[src/rtl/spi_flash_pkg.sv]
// ---------------------------------------------------------------------------
// spi_flash_pkg
//   Constants and types shared by the SPI flash Read-ID controller.
//   - RDID_CMD       : JEDEC Read-ID opcode
//   - JEDEC_ID_BYTES : number of ID bytes returned after the opcode
//   - rdid_state_t   : controller FSM states
//   - cmd_bit()      : bit of an opcode for a given MSB-first bit index
// ---------------------------------------------------------------------------
package spi_flash_pkg;

   localparam logic [7:0] RDID_CMD       = 8'h9F;
   localparam int         JEDEC_ID_BYTES = 3;

   typedef enum logic [2:0] {
      ST_IDLE     = 3'd0,
      ST_CS_SETUP = 3'd1,
      ST_SHIFT    = 3'd2,
      ST_CS_HOLD  = 3'd3,
      ST_DONE     = 3'd4
   } rdid_state_t;

   // Opcodes go out MSB first, so bit index 0 is cmd[7].
   function automatic logic cmd_bit(input logic [7:0] cmd, input logic [2:0] idx);
      return cmd[3'd7 - idx];
   endfunction

endpackage

[src/rtl/sck_tick_gen.sv]
// ---------------------------------------------------------------------------
// sck_tick_gen
//   Divider that emits a one-cycle tick every CLK_DIV clk cycles. Each tick
//   marks the end of one SCK half-period (or one CS setup/hold interval).
//   The counter is held at zero while `clear` is high, so the first tick
//   after `clear` drops arrives exactly CLK_DIV cycles later.
//
// Ports
//   clk   in  system clock
//   reset in  synchronous, active-high
//   clear in  hold divider at zero (controller idle)
//   tick  out one-cycle pulse at the end of each CLK_DIV-cycle interval
// ---------------------------------------------------------------------------
module sck_tick_gen #(
   parameter int CLK_DIV = 4
) (
   input  logic clk,
   input  logic reset,
   input  logic clear,
   output logic tick
);

   localparam int                 CNT_W = $clog2(CLK_DIV + 1);
   localparam logic [CNT_W-1:0]   LAST  = CNT_W'(CLK_DIV - 1);

   logic [CNT_W-1:0] cnt;

   always_ff @(posedge clk) begin
      if (reset || clear) begin
         cnt <= '0;
      end else if (cnt == LAST) begin
         cnt <= '0;
      end else begin
         cnt <= cnt + 1'b1;
      end
   end

   // With CLK_DIV = 1 the counter sits at 0 and this fires every cycle.
   assign tick = !clear && (cnt == LAST);

endmodule

[src/rtl/spi_rdid_ctrl.sv]
// ---------------------------------------------------------------------------
// spi_rdid_ctrl
//   Runs one JEDEC Read-ID transaction on the SPI flash (mode 0, MSB first)
//   per accepted `start` pulse and presents the captured ID with a `done`
//   pulse.
//
//   Handshake: `start` is a one-cycle request. It is accepted only on an
//   edge where the controller is idle (`busy` low); any pulse while `busy`
//   is high, including the `done` cycle, is dropped and never queued.
//   `busy` rises on the accepting edge and falls on the edge after the
//   `done` cycle. `done` is high for exactly one cycle, the same cycle in
//   which `id_data` first shows the new ID; `id_data` is otherwise stable.
//
//   Transaction shape (D = CLK_DIV):
//     CS low, D cycles setup with SCK low,
//     (8 + 8*NUM_BYTES) bit periods of D cycles low + D cycles high,
//     D cycles hold with SCK low, CS high together with `done`.
//
// Ports
//   clk      in  system clock
//   reset    in  synchronous, active-high
//   start    in  one-cycle request pulse
//   busy     out transaction in progress
//   done     out one-cycle pulse when id_data is updated
//   id_data  out captured ID, first received byte in MSBs
//   spi_cs_n out flash chip select, active low
//   spi_sck  out SPI clock, idles low
//   spi_mosi out master data out
//   spi_miso in  flash data in
// ---------------------------------------------------------------------------
module spi_rdid_ctrl
   import spi_flash_pkg::*;
#(
   parameter int         CLK_DIV   = 4,
   parameter logic [7:0] CMD       = RDID_CMD,
   parameter int         NUM_BYTES = JEDEC_ID_BYTES
) (
   input  logic                   clk,
   input  logic                   reset,
   input  logic                   start,
   output logic                   busy,
   output logic                   done,
   output logic [8*NUM_BYTES-1:0] id_data,
   output logic                   spi_cs_n,
   output logic                   spi_sck,
   output logic                   spi_mosi,
   input  logic                   spi_miso
);

   localparam int               ID_W       = 8 * NUM_BYTES;
   localparam int               TOTAL_BITS = 8 + ID_W;
   // One extra bit of headroom so "index + 1" never overflows.
   localparam int               BIT_W      = $clog2(TOTAL_BITS + 1);
   localparam logic [BIT_W-1:0] LAST_BIT   = BIT_W'(TOTAL_BITS - 1);
   localparam logic [BIT_W-1:0] CMD_BITS   = BIT_W'(8);

   rdid_state_t      state_q, state_d;
   logic [BIT_W-1:0] bit_cnt_q, bit_cnt_d;
   logic [ID_W-1:0]  shift_q, shift_d;
   logic [ID_W-1:0]  id_q, id_d;
   logic             cs_n_q, cs_n_d;
   logic             sck_q, sck_d;
   logic             mosi_q, mosi_d;
   logic             busy_q, busy_d;
   logic             done_q, done_d;

   logic             tick;
   logic [BIT_W-1:0] next_bit;

   sck_tick_gen #(
      .CLK_DIV (CLK_DIV)
   ) u_tick (
      .clk   (clk),
      .reset (reset),
      .clear (state_q == ST_IDLE),
      .tick  (tick)
   );

   assign next_bit = bit_cnt_q + 1'b1;

   // -------------------------------------------------------------------------
   // Next-state and next-output logic. Every output is a register, so this
   // block computes the value each register takes on the coming edge.
   // -------------------------------------------------------------------------
   always_comb begin
      state_d   = state_q;
      bit_cnt_d = bit_cnt_q;
      shift_d   = shift_q;
      id_d      = id_q;
      cs_n_d    = cs_n_q;
      sck_d     = sck_q;
      mosi_d    = mosi_q;
      busy_d    = busy_q;
      done_d    = 1'b0;

      case (state_q)
         ST_IDLE: begin
            if (start) begin
               state_d   = ST_CS_SETUP;
               cs_n_d    = 1'b0;
               busy_d    = 1'b1;
               bit_cnt_d = '0;
               shift_d   = '0;
               // Bit 0 is presented a full setup interval before the
               // first rising SCK edge.
               mosi_d    = CMD[7];
            end
         end

         ST_CS_SETUP: begin
            if (tick) begin
               state_d = ST_SHIFT;
            end
         end

         ST_SHIFT: begin
            if (tick) begin
               if (!sck_q) begin
                  // Rising SCK: sample MISO. Samples during the opcode
                  // bits are meaningless and are not kept.
                  sck_d = 1'b1;
                  if (bit_cnt_q >= CMD_BITS) begin
                     shift_d = {shift_q[ID_W-2:0], spi_miso};
                  end
               end else begin
                  // Falling SCK: either finish or advance MOSI to the
                  // next bit (opcode bits, then zeros).
                  sck_d = 1'b0;
                  if (bit_cnt_q == LAST_BIT) begin
                     state_d = ST_CS_HOLD;
                  end else begin
                     bit_cnt_d = next_bit;
                     mosi_d    = (next_bit < CMD_BITS) ?
                                 cmd_bit(CMD, next_bit[2:0]) : 1'b0;
                  end
               end
            end
         end

         ST_CS_HOLD: begin
            if (tick) begin
               state_d = ST_DONE;
               cs_n_d  = 1'b1;
               done_d  = 1'b1;
               id_d    = shift_q;
            end
         end

         ST_DONE: begin
            state_d = ST_IDLE;
            busy_d  = 1'b0;
         end

         default: begin
            state_d = ST_IDLE;
         end
      endcase
   end

   // -------------------------------------------------------------------------
   // State and output registers. Reset releases CS at once, which aborts any
   // command the flash is in the middle of.
   // -------------------------------------------------------------------------
   always_ff @(posedge clk) begin
      if (reset) begin
         state_q   <= ST_IDLE;
         bit_cnt_q <= '0;
         shift_q   <= '0;
         id_q      <= '0;
         cs_n_q    <= 1'b1;
         sck_q     <= 1'b0;
         mosi_q    <= 1'b0;
         busy_q    <= 1'b0;
         done_q    <= 1'b0;
      end else begin
         state_q   <= state_d;
         bit_cnt_q <= bit_cnt_d;
         shift_q   <= shift_d;
         id_q      <= id_d;
         cs_n_q    <= cs_n_d;
         sck_q     <= sck_d;
         mosi_q    <= mosi_d;
         busy_q    <= busy_d;
         done_q    <= done_d;
      end
   end

   assign busy     = busy_q;
   assign done     = done_q;
   assign id_data  = id_q;
   assign spi_cs_n = cs_n_q;
   assign spi_sck  = sck_q;
   assign spi_mosi = mosi_q;

endmodule

[config.mk]
export PLATFORM = sky130hd
export DESIGN_NAME = spi_rdid_ctrl
export DESIGN_NICKNAME = d
export VERILOG_FILES = /design/src/rtl/spi_flash_pkg.sv /design/src/rtl/sck_tick_gen.sv /design/src/rtl/spi_rdid_ctrl.sv
export SDC_FILE = /design/constraint.sdc
export NUM_CORES = 1
export LEC_CHECK = 0
export CAP_MARGIN = 0
export CELL_PAD_IN_SITES_DETAIL_PLACEMENT = 1
export CELL_PAD_IN_SITES_GLOBAL_PLACEMENT = 1
export CORE_UTILIZATION = 30
export CTS_BUF_LIST = sky130_fd_sc_hd__clkbuf_8
export CTS_CLUSTER_DIAMETER = 200
export CTS_CLUSTER_SIZE = 25
export DETAILED_ROUTE_END_ITERATION = 8
export GPL_TIMING_DRIVEN = 0
export HOLD_SLACK_MARGIN = 0.03
export PLACE_DENSITY = 0.72
export SYNTH_ARGS = -nofsm -noshare
export SYNTH_HDL_FRONTEND = slang
export SYNTH_SLANG_ARGS = --single-unit
[constraint.sdc]
create_clock -name clk -period 3 [get_ports clk]
set_input_delay 0.3 -clock clk [delete_from_list [all_inputs] [get_ports clk]]
set_output_delay 0.3 -clock clk [all_outputs]
set_load 0.01 [all_outputs]
After elaboration in Yosys (flattened, before gate mapping):

Memory sizes are Yosys's and may differ from the RTL's.
Cells that the tools add are included.

* memory bits (read-only): 8
* input bits: 4
* memories: 1
* flip-flop bits (word level): 65
* logic and storage cells: 79

Memory list
* (no name shown): depth 8, width 1, rd ports 1, clocked after memory_dff 0, write ports 0, line spi_flash_pkg.sv:24 `return cmd[3'd7 - idx];`

* bitwise operators: 1
* reduce and logical (&&, ||, !) cells: 16
* mux-type cells: 30
* add/subtract/negate cells: 3
* order comparisons: 3
* equal/unequal tests: 15

Operators by type and width (number)
* $mux 24: 4
* $pmux 24 s2: 1
* $mux 6: 4
* $mux 3: 6
* $ne 2x2->1 const B: 9
* $pmux 3 s4: 1
* $pmux 6 s2: 1
* $mux 1: 10
* $reduce_and 5->1: 2
* $eq 3x2->1 const B: 3
* $add 6x1->6 const B: 1
* $eq 6x5->1 const B: 1
* $ge 6x4->1 const B: 1
* $lt 6x4->1 const B: 1
* $pmux 1 s2: 3
* $reduce_and 2->1: 3
* $reduce_and 6->1: 1
* $reduce_bool 2->1: 3
* $lt 3x4->1 const B: 1
* $reduce_or 2->1: 2
* $add 3x1->3 const B: 1
* $eq 3x1->1 const B: 1
* $eq 3x3->1 const B: 1
* $logic_not 3->1: 1
* 6 further kinds: 6

Depth between registers and ports, before layout:

Gate-level depths: netlist (run 1).

* word-level depth: 9
* mapped depth: 8
* mapped depth without buffers: 6

Cells and area by module:

From an unflattened synthesis (run 1), not the netlist that was laid out.

* cells, all modules: 332
* area, all modules: 2737.6 µm²

Modules (own cells, without submodules)
* spi_rdid_ctrl: times used 1, seq. area each 1241.2 µm², area an instance 2615.0 µm², cells each 322
* sck_tick_gen: times used 1, seq. area each 60.1 µm², area an instance 122.6 µm², cells each 10

Least setup slack after synthesis (run 1):

No wires, ideal clock.

* path kind: register to register
* start point: register u_tick.cnt[0]
* end point: register shift_q[10]
* stages on the path, launching flop included: 9
* path slack: 1.308 ns
* arrival time: 1.560 ns
* period minus slack after synthesis: 1.692 ns
* path through: dfxtp_1 > ha_1 > ha_1 > buf_2 > nand2_1 > o32a_1 > buf_2 > o21ai_0 > a21oi_1

* longest elaborated chain between the ends: 4

RTL lines
* start: declaration: line sck_tick_gen.sv:26 `logic [CNT_W-1:0] cnt;`
* start signal: assignment: line sck_tick_gen.sv:34 `cnt <= cnt + 1'b1;`
* $eq 3x2->1: line sck_tick_gen.sv:39 `assign tick = !clear && (cnt == LAST);`
* $logic_and 1x1->1: line sck_tick_gen.sv:39
* $ne 2x2->1 (no line)
* $reduce_and 5->1 (no line)
* end signal: assignment: line spi_rdid_ctrl.sv:178 `shift_q <= shift_d;`
* end: declaration: line spi_rdid_ctrl.sv:59 `logic [ID_W-1:0] shift_q, shift_d;`

Every way passes these cells.
A chain may end at the register's enable or synchronous reset.

Final worst setup path (run 1):

* start point: register u_tick.cnt[0]
* end point: register id_q[21] (netlist: id_data[21])

* longest elaborated chain between the ends: 3

RTL lines
* $eq 3x2->1: line sck_tick_gen.sv:39
* $logic_and 1x1->1: line sck_tick_gen.sv:39
* $reduce_and 2->1 (no line)
* end signal: assignment: line spi_rdid_ctrl.sv:179 `id_q <= id_d;`
* end: declaration: line spi_rdid_ctrl.sv:60 `logic [ID_W-1:0] id_q, id_d;`

Every way passes these cells.

==> results of run 1 <==
==> kinds of logic (layout without fill, tap and decap cells) <==
| group | count (synthesis) | count (layout) | synth area share |
|---|---|---|---|
| adders and majority gates | 4 | 4 | 0.01855 |
| DFF | 65 | 65 | 0.4822 |
| buffers and inverters | 38 | 86 | 0.06351 |
| xor gates and xnor gates | 4 | 4 | 0.01298 |
| and+or+nand+nor | 113 | 113 | 0.2142 |
| AOI/OAI and AO/OA | 99 | 99 | 0.2086 |
==> layer usage <==
layer / vias up / part of all wire / GRT usage
met5: - / 0 / 0
met4: 0 / 0.017 / 0.06659
met3: 13 / 0.027 / 0.03540
met2: 36 / 0.47 / 0.2541
met1: 1202 / 0.49 / 0.2219
li1: 1236 / - / -
==> registers in the layout, indices dropped and copies added, names as in the netlist <==
register / count
bit_cnt_q: 6
busy: 1
done: 1
id_data: 24
shift_q: 24
spi_cs_n: 1
spi_mosi: 1
spi_sck: 1
state_q: 3
u_tick.cnt: 3
==> Yosys cell counts (2+ instances only) <==
| library cell | count | area share |
|---|---|---|
| buf_4 | 2 | 0.0056 |
| a31oi_1 | 2 | 0.0046 |
| a211oi_1 | 4 | 0.011 |
| a21oi_1 | 53 | 0.098 |
| nand2_1 | 55 | 0.076 |
| dfxtp_1 | 65 | 0.48 |
| ha_1 | 4 | 0.019 |
| or3_1 | 3 | 0.0070 |
| xnor2_1 | 3 | 0.0097 |
| buf_2 | 11 | 0.020 |
| inv_1 | 7 | 0.0097 |
| nor3_2 | 2 | 0.0074 |
| clkbuf_1 | 16 | 0.022 |
| and3_1 | 2 | 0.0046 |
| nand4_1 | 24 | 0.056 |
| o21ai_1 | 4 | 0.0074 |
| a311oi_1 | 2 | 0.0065 |
| nand3_1 | 2 | 0.0037 |
| o21ai_0 | 23 | 0.043 |
| nor2_1 | 8 | 0.011 |
| nor3_1 | 3 | 0.0056 |
==> area by class of cell <==
cell class,count,area share
clock buffers,10,0.04040
inverters,7,0.007712
repair buffers,32,0.09401
well taps,108,0.03966
clock inverters,6,0.03379
flip-flops and latches,65,0.3819
multi-input cells,220,0.3599
plain buffers,31,0.04260
==> report_power, final <==
| part | leakage [nW] | internal [mW] | switching [mW] |
|---|---|---|---|
| Clock | 0.123 | 0.577 | 0.365 |
| Combinational | 0.451 | 0.0270 | 0.0547 |
| Sequential | 0.525 | 0.868 | 0.00307 |
==> worst register-to-register path, stage by stage, from the launching register on <==
cell,delay [ps]
dfxtp_1,330
ha_1,150
ha_1,130
buf_2,180
nand2_1,130
nor3b_2,480
buf_2,310
nand2_1,100
a21oi_1,150
==> placed cells by master, fill, tap and decap left out, types with 3 or more instances in the layout <==
cell	count
xnor2_1	3
buf_2	11
clkdlybuf4s50_1	32
o21ai_1	4
inv_1	7
bufinv_16	3
clkbuf_8	10
nand4_1	24
nor3_1	3
a21oi_1	53
clkbuf_1	16
nand2_1	55
o21ai_0	23
ha_1	4
a211oi_1	4
dfxtp_1	65
nor2_1	8
or3_1	3
==> how the worst max path moves through the flow <==
stage / startpoint / endpoint / slack [ps] / depth (start not counted)
after floorplan: u_tick.cnt[0] / shift_q[10] / 1310 / 8
after CTS: u_tick.cnt[0] / id_data[21] / 940 / 8
after detailed placement: u_tick.cnt[0] / id_data[22] / 980 / 8
final: u_tick.cnt[0] / id_data[21] / 970 / 8
after global routing: u_tick.cnt[0] / id_data[22] / 780 / 8
after global placement: u_tick.cnt[0] / id_data[10] / 1010 / 8
==> impl_metrics.py, run 1 <==
metrics = {
    "placement": {
        "place_congestion": 0.8331,
        "dp_slack_ps": 980.1,
        "port_buffers": 32,
        "hpwl_mm": 4.998,
        "place_inst": 463,
        "postPlaceCellArea_mm2": 0.003154,
    },
    "cells_and_area": {
        "postLayoutCellArea_mm2": 0.003407,
        "drive_gt1_frac": 0.1024,
        "nNetsFinal": 374,
        "stdcell_count": 479,
        "fin_util": 0.3907,
        "multi_input_area_mm2": 0.001226,
        "syn_to_final_growth_pct": 26.24,
        "fill_cells": 1056,
        "regArea_mm2": 0.001301,
        "antenna_cells": 0,
    },
    "critical_path": {
        "reg2reg_depth": 8,
        "rr_startpoint": "u_tick.cnt[0]",
        "crit_fanout": 10,
        "path_cells": "ha_1 > ha_1 > buf_2 > nand2_1 > nor3b_2 > buf_2 > nand2_1 > a21oi_1",
        "crit_arrival_ps": 2290,
        "cp_top_family": "simple AND/OR/NAND/NOR gates",
        "max_stage_delay_ps": 480,
        "worstSetupStartpointType": "flip-flop",
        "end_kind": "flip-flop",
        "required_ps": 3270,
        "crit_type": "reg2reg",
        "crit_slowest_cell": "nor3b_2",
        "r2r_setup_slack_ps": 970,
        "r2r-end": "id_data[21]",
        "path_buf_inv": 2,
    },
    "sta": {
        "period_share": 0.6752,
        "finalSetupViolCount": 0,
        "finalHoldViolCount": 0,
        "worst_slack_ps": 974.4,
        "setup_tns_ps": 0,
        "hold_slack_ps": 418.3,
        "slew_violations": 0,
        "skew_ps": 17.11,
        "period_minus_slack_ps": 2026,
        "maxClockFrequency_ghz": 0.4937,
        "tightest_slew_ps": 722.5,
        "relSlewSlack": 0.5173,
        "rsz0062_at_grt": "no",
    },
    "hold_path": {
        "hp-class": "reg2reg",
        "whs_path_depth": 1,
        "min_from": "u_tick.cnt[0]",
        "hold-path-endpoint": "u_tick.cnt[0]",
    },
    "synth": {
        "yosysWarnings": 0,
        "yosys_register_bits": 65,
        "syn_inst": 323,
        "ys_seq_area_frac": 0.4822,
        "synth_flop_cell": "dfxtp_1",
        "syn_nets": 331,
        "synth_edf_count": 0,
        "netlist_area_mm2": 0.002699,
        "yosysUniqueCellTypes": 49,
        "post_synth.cell_area_avg_um2": 8.356,
        "async_flop_share": 0,
    },
    "clock_network": {
        "cts_tree": "yes",
        "clkLatencyLatePin_ps": 350,
        "cts_resized": 0,
        "holdBufCountCts": 0,
        "cts_buffer_depth": 2,
        "clock_sinks": 65,
        "cts.clk_slew.worst_paths_ps": 70,
        "cts_buffers": 9,
        "htree_levels": 3,
        "post_cts_buffers": 0,
        "root_buffer": "clkbuf_8",
    },
    "detailed_routing": {
        "totalWireLength_mm": 7.261,
        "drtAntennaViolNets": 0,
        "via_per_inst": 5.192,
        "vias": 2487,
        "routedWlPerCell_um": 15.16,
        "drc": 0,
        "dr.pass1.iters": 4,
        "drt_iter0_drc": 95,
    },
    "floorplanning": {
        "initial_core_util": 0.3095,
        "chipHeight_um": 96.85,
        "core.rowCount": 34,
        "ios": 33,
        "die_w_um": 96.85,
        "dieArea_mm2": 0.009379,
        "core_mm2": 0.008721,
    },
    "outcome": {
        "status": "completed",
    },
    "power_and_ir_drop": {
        "p_leak_nw": 1.099,
        "pwr_density_cell_mw_per_mm2": 556.3,
        "total_power_mw": 1.895,
        "ir_worst_vdd_uv": 298.6,
    },
    "run": {
        "maxCapViolations": 0,
    },
    "global_route": {
        "grt_pass1_vias": 2544,
        "grt_max_degree": 13,
        "track_usage": 0.1643,
        "grt-ovfl-total": 0,
        "grt_antenna_before_repair": 0,
        "grt_pass1_wl_mm": 12.52,
    },
}
Note: power is estimated with default switching activity, not from simulation.
==> run 2, diff against run 1 <==
--- a/config.mk
+++ b/config.mk
@@ -15,7 +15,7 @@
 export DETAILED_ROUTE_END_ITERATION = 8
 export GPL_TIMING_DRIVEN = 0
 export HOLD_SLACK_MARGIN = 0.03
-export PLACE_DENSITY = 0.72
+export PLACE_DENSITY = 0.75
 export SYNTH_ARGS = -nofsm -noshare
 export SYNTH_HDL_FRONTEND = slang
 export SYNTH_SLANG_ARGS = --single-unit
==> constraint.sdc (replaced) <==
create_clock -name clk -period 1.8 [get_ports clk]
set_input_delay 0.18 -clock clk [delete_from_list [all_inputs] [get_ports clk]]
set_output_delay 0.18 -clock clk [all_outputs]
set_load 0.01 [all_outputs]
==> run 2 against run 1 <==
Compared with the run above: the run now ends with negative setup slack left; total power rose by 48%; critical path type unchanged; sequential power rose by 66%; flip-flop and latch count unchanged; wire length is 0.52% higher; design area increased by 4.5%; sequential share of layout area fell by 1.6 points; critical path depth did not move; worst hold slack gained 39 ps; setup slack worse by 990 ps; core utilization grew 1.8 points; non-clock buffer count up 8; highest routed layer unchanged; clock-buffer cell count fell by 1.
==> impl_metrics.py, run 2 (synthesis gave the netlist of run 1 again) <==
metrics = {
    "critical_path": {
        "end_kind": "flip-flop",
        "worstSetupStartpointType": "flip-flop",
        "r2r-end": "shift_q[16]",
        "crit_fanout": 8,
        "reg2reg_depth": 8,
        "crit_arrival_ps": 2020,
        "r2r_setup_slack_ps": -20,
        "required_ps": 2000,
        "rr_startpoint": "u_tick.cnt[0]",
        "crit_type": "reg2reg",
    },
    "clock_network": {
        "cts_buffer_depth": 2,
        "clock_sinks": 65,
        "cts_buffers": 9,
        "root_buffer": "clkbuf_8",
        "htree_levels": 3,
        "cts_tree": "yes",
        "cts.clk_slew.worst_paths_ps": 70,
        "clkLatencyLatePin_ps": 340,
    },
    "hold_path": {
        "hold-path-endpoint": "id_data[18]",
        "whs_path_depth": 2,
        "min_from": "id_data[18]",
        "hp-class": "reg2reg",
    },
    "outcome": {
        "status": "complete, but fails checks",
        "violations": "negative setup slack",
    },
    "floorplanning": {
        "initial_core_util": 0.3095,
        "die_w_um": 96.85,
        "chipHeight_um": 96.85,
        "core.rowCount": 34,
        "ios": 33,
        "core_mm2": 0.008721,
        "dieArea_mm2": 0.009379,
    },
    "sta": {
        "relSlewSlack": 0.6448,
        "period_share": 1.009,
        "tightest_slew_ps": 532.9,
        "finalSetupViolCount": 1,
        "slew_violations": 0,
        "rsz0062_at_grt": "yes",
        "finalHoldViolCount": 0,
        "maxClockFrequency_ghz": 0.5508,
        "skew_ps": 7.530,
        "worst_slack_ps": -15.67,
        "period_minus_slack_ps": 1816,
    },
    "detailed_routing": {
        "dr.pass1.iters": 4,
        "vias": 2471,
        "totalWireLength_mm": 7.299,
        "drtAntennaViolNets": 0,
        "drt_iter0_drc": 86,
        "via_per_inst": 5.074,
        "routedWlPerCell_um": 14.99,
        "drc": 0,
    },
    "power_and_ir_drop": {
        "p_leak_nw": 1.174,
        "combPwrFrac": 0.058,
        "power.internal_mw": 2.136,
        "switching_share": 0.2393,
        "clock_power_share": 0.425,
        "ir_worst_vdd_uv": 367.8,
        "switchingPower_mw": 0.6718,
        "pwr_density_cell_mw_per_mm2": 788.4,
        "power_frac_seq": 0.517,
    },
    "cells_and_area": {
        "fill_cells": 1018,
        "final_cell_mix": "dfxtp_1, nand2_1, a21oi_1",
        "mostFrequentLayoutCell": "dfxtp_1",
        "antenna_cells": 0,
        "drive_gt1_frac": 0.1741,
        "stdcell_count": 487,
        "nNetsFinal": 382,
        "syn_to_final_growth_pct": 31.94,
    },
    "global_route": {
        "grt_antenna_before_repair": 0,
        "grt_pass1_wl_mm": 11.90,
        "track_usage": 0.1557,
        "grt_max_degree": 12,
        "grt_pass1_vias": 2465,
        "grt-ovfl-total": 0,
    },
    "placement": {
        "dp_slack_ps": -262.2,
        "hpwl_mm": 4.799,
        "place_inst": 463,
        "place_congestion": 0.8344,
        "port_buffers": 32,
    },
    "run": {
        "maxCapViolations": 0,
    },
}
-- run 2: timing repair --
| item | CTS | global route |
|---|---|---|
| hold buffers | 0 | 0 |
| gates resized for setup | 18 | 43 |
| cloned | 1 | 1 |
| buffers inserted | 3 | 3 |
| setup endpoints to repair | 48 | 36 |
| pin swaps | 3 | 2 |
-- run 2: layer usage --
metal,track usage,vias up,routed length (um)
li1,-,1248,-
met1,0.1975,1180,3486
met2,0.2557,37,3558
met3,0.02529,6,169
met4,0.07692,0,83
met5,0,-,0
-- run 2: power by group through the flow --
stage,sequential [mW],combinational [mW],clock (mW)
after floorplan,1.49,0.0801,0
after global routing,1.45,0.175,1.31
after detailed placement,1.49,0.135,0
after global placement,1.48,0.131,0
final,1.45,0.163,1.19
after CTS,1.45,0.143,1.22
-- run 2: metrics by stage --
stage	total power [mW]	hold slack (ps)	util	TNS, ps	instance area (um^2)
after floorplan	1.567	351.4	-	0	2699
after global placement	1.616	409.6	0.3617	-6649	3154
after detailed placement	1.620	433.7	0.3617	-8714	3154
after CTS	2.816	411.9	0.3923	-393.7	3421
after global routing	2.935	472.6	0.4083	-100.8	3561
final	2.808	456.9	0.4083	-15.67	3561
-- run 2: cell type report --
| type | instances | area, um^2 | share of cell area |
|---|---|---|---|
| flip-flops and latches | 65 | 1304 | 0.3661 |
| multi-input cells | 220 | 1328 | 0.3728 |
| inverters | 7 | 26.28 | 0.007379 |
| clock inverters | 7 | 63.81 | 0.01792 |
| repair buffers | 40 | 401.6 | 0.1128 |
| clock buffers | 9 | 123.9 | 0.03479 |
| well taps | 108 | 135.1 | 0.03795 |
| plain buffers | 31 | 178.9 | 0.05025 |
-- run 2: how the worst max path moves through the flow --
stage / startpoint / cells past startpoint / slack (ps) / to
floorplan: u_tick.cnt[0] / 8 / 110 / shift_q[10]
global placement: u_tick.cnt[0] / 8 / -250 / id_data[10]
detailed placement: u_tick.cnt[0] / 8 / -260 / id_data[10]
CTS: u_tick.cnt[0] / 8 / -30 / shift_q[18]
global route: u_tick.cnt[0] / 8 / -60 / shift_q[16]
finish: u_tick.cnt[0] / 8 / -20 / shift_q[16]
-- run 2: critical path, stage by stage, from the launching register on --
cell and delay, ps:
dfxtp_2 350, ha_4 140, ha_4 120, buf_6 120
nand2_4 80, o32a_4 450, clkbuf_16 180, o21ai_1 160
a21oi_1 80
==> run 3, diff against run 2 <==
--- a/config.mk
+++ b/config.mk
@@ -5,7 +5,7 @@
 export SDC_FILE = /design/constraint.sdc
 export NUM_CORES = 1
 export LEC_CHECK = 0
-export CAP_MARGIN = 0
+export CAP_MARGIN = 20
 export CELL_PAD_IN_SITES_DETAIL_PLACEMENT = 1
 export CELL_PAD_IN_SITES_GLOBAL_PLACEMENT = 1
 export CORE_UTILIZATION = 30
==> results of run 3 <==
Final layout, timing and power as in run 2 (identical DEF).
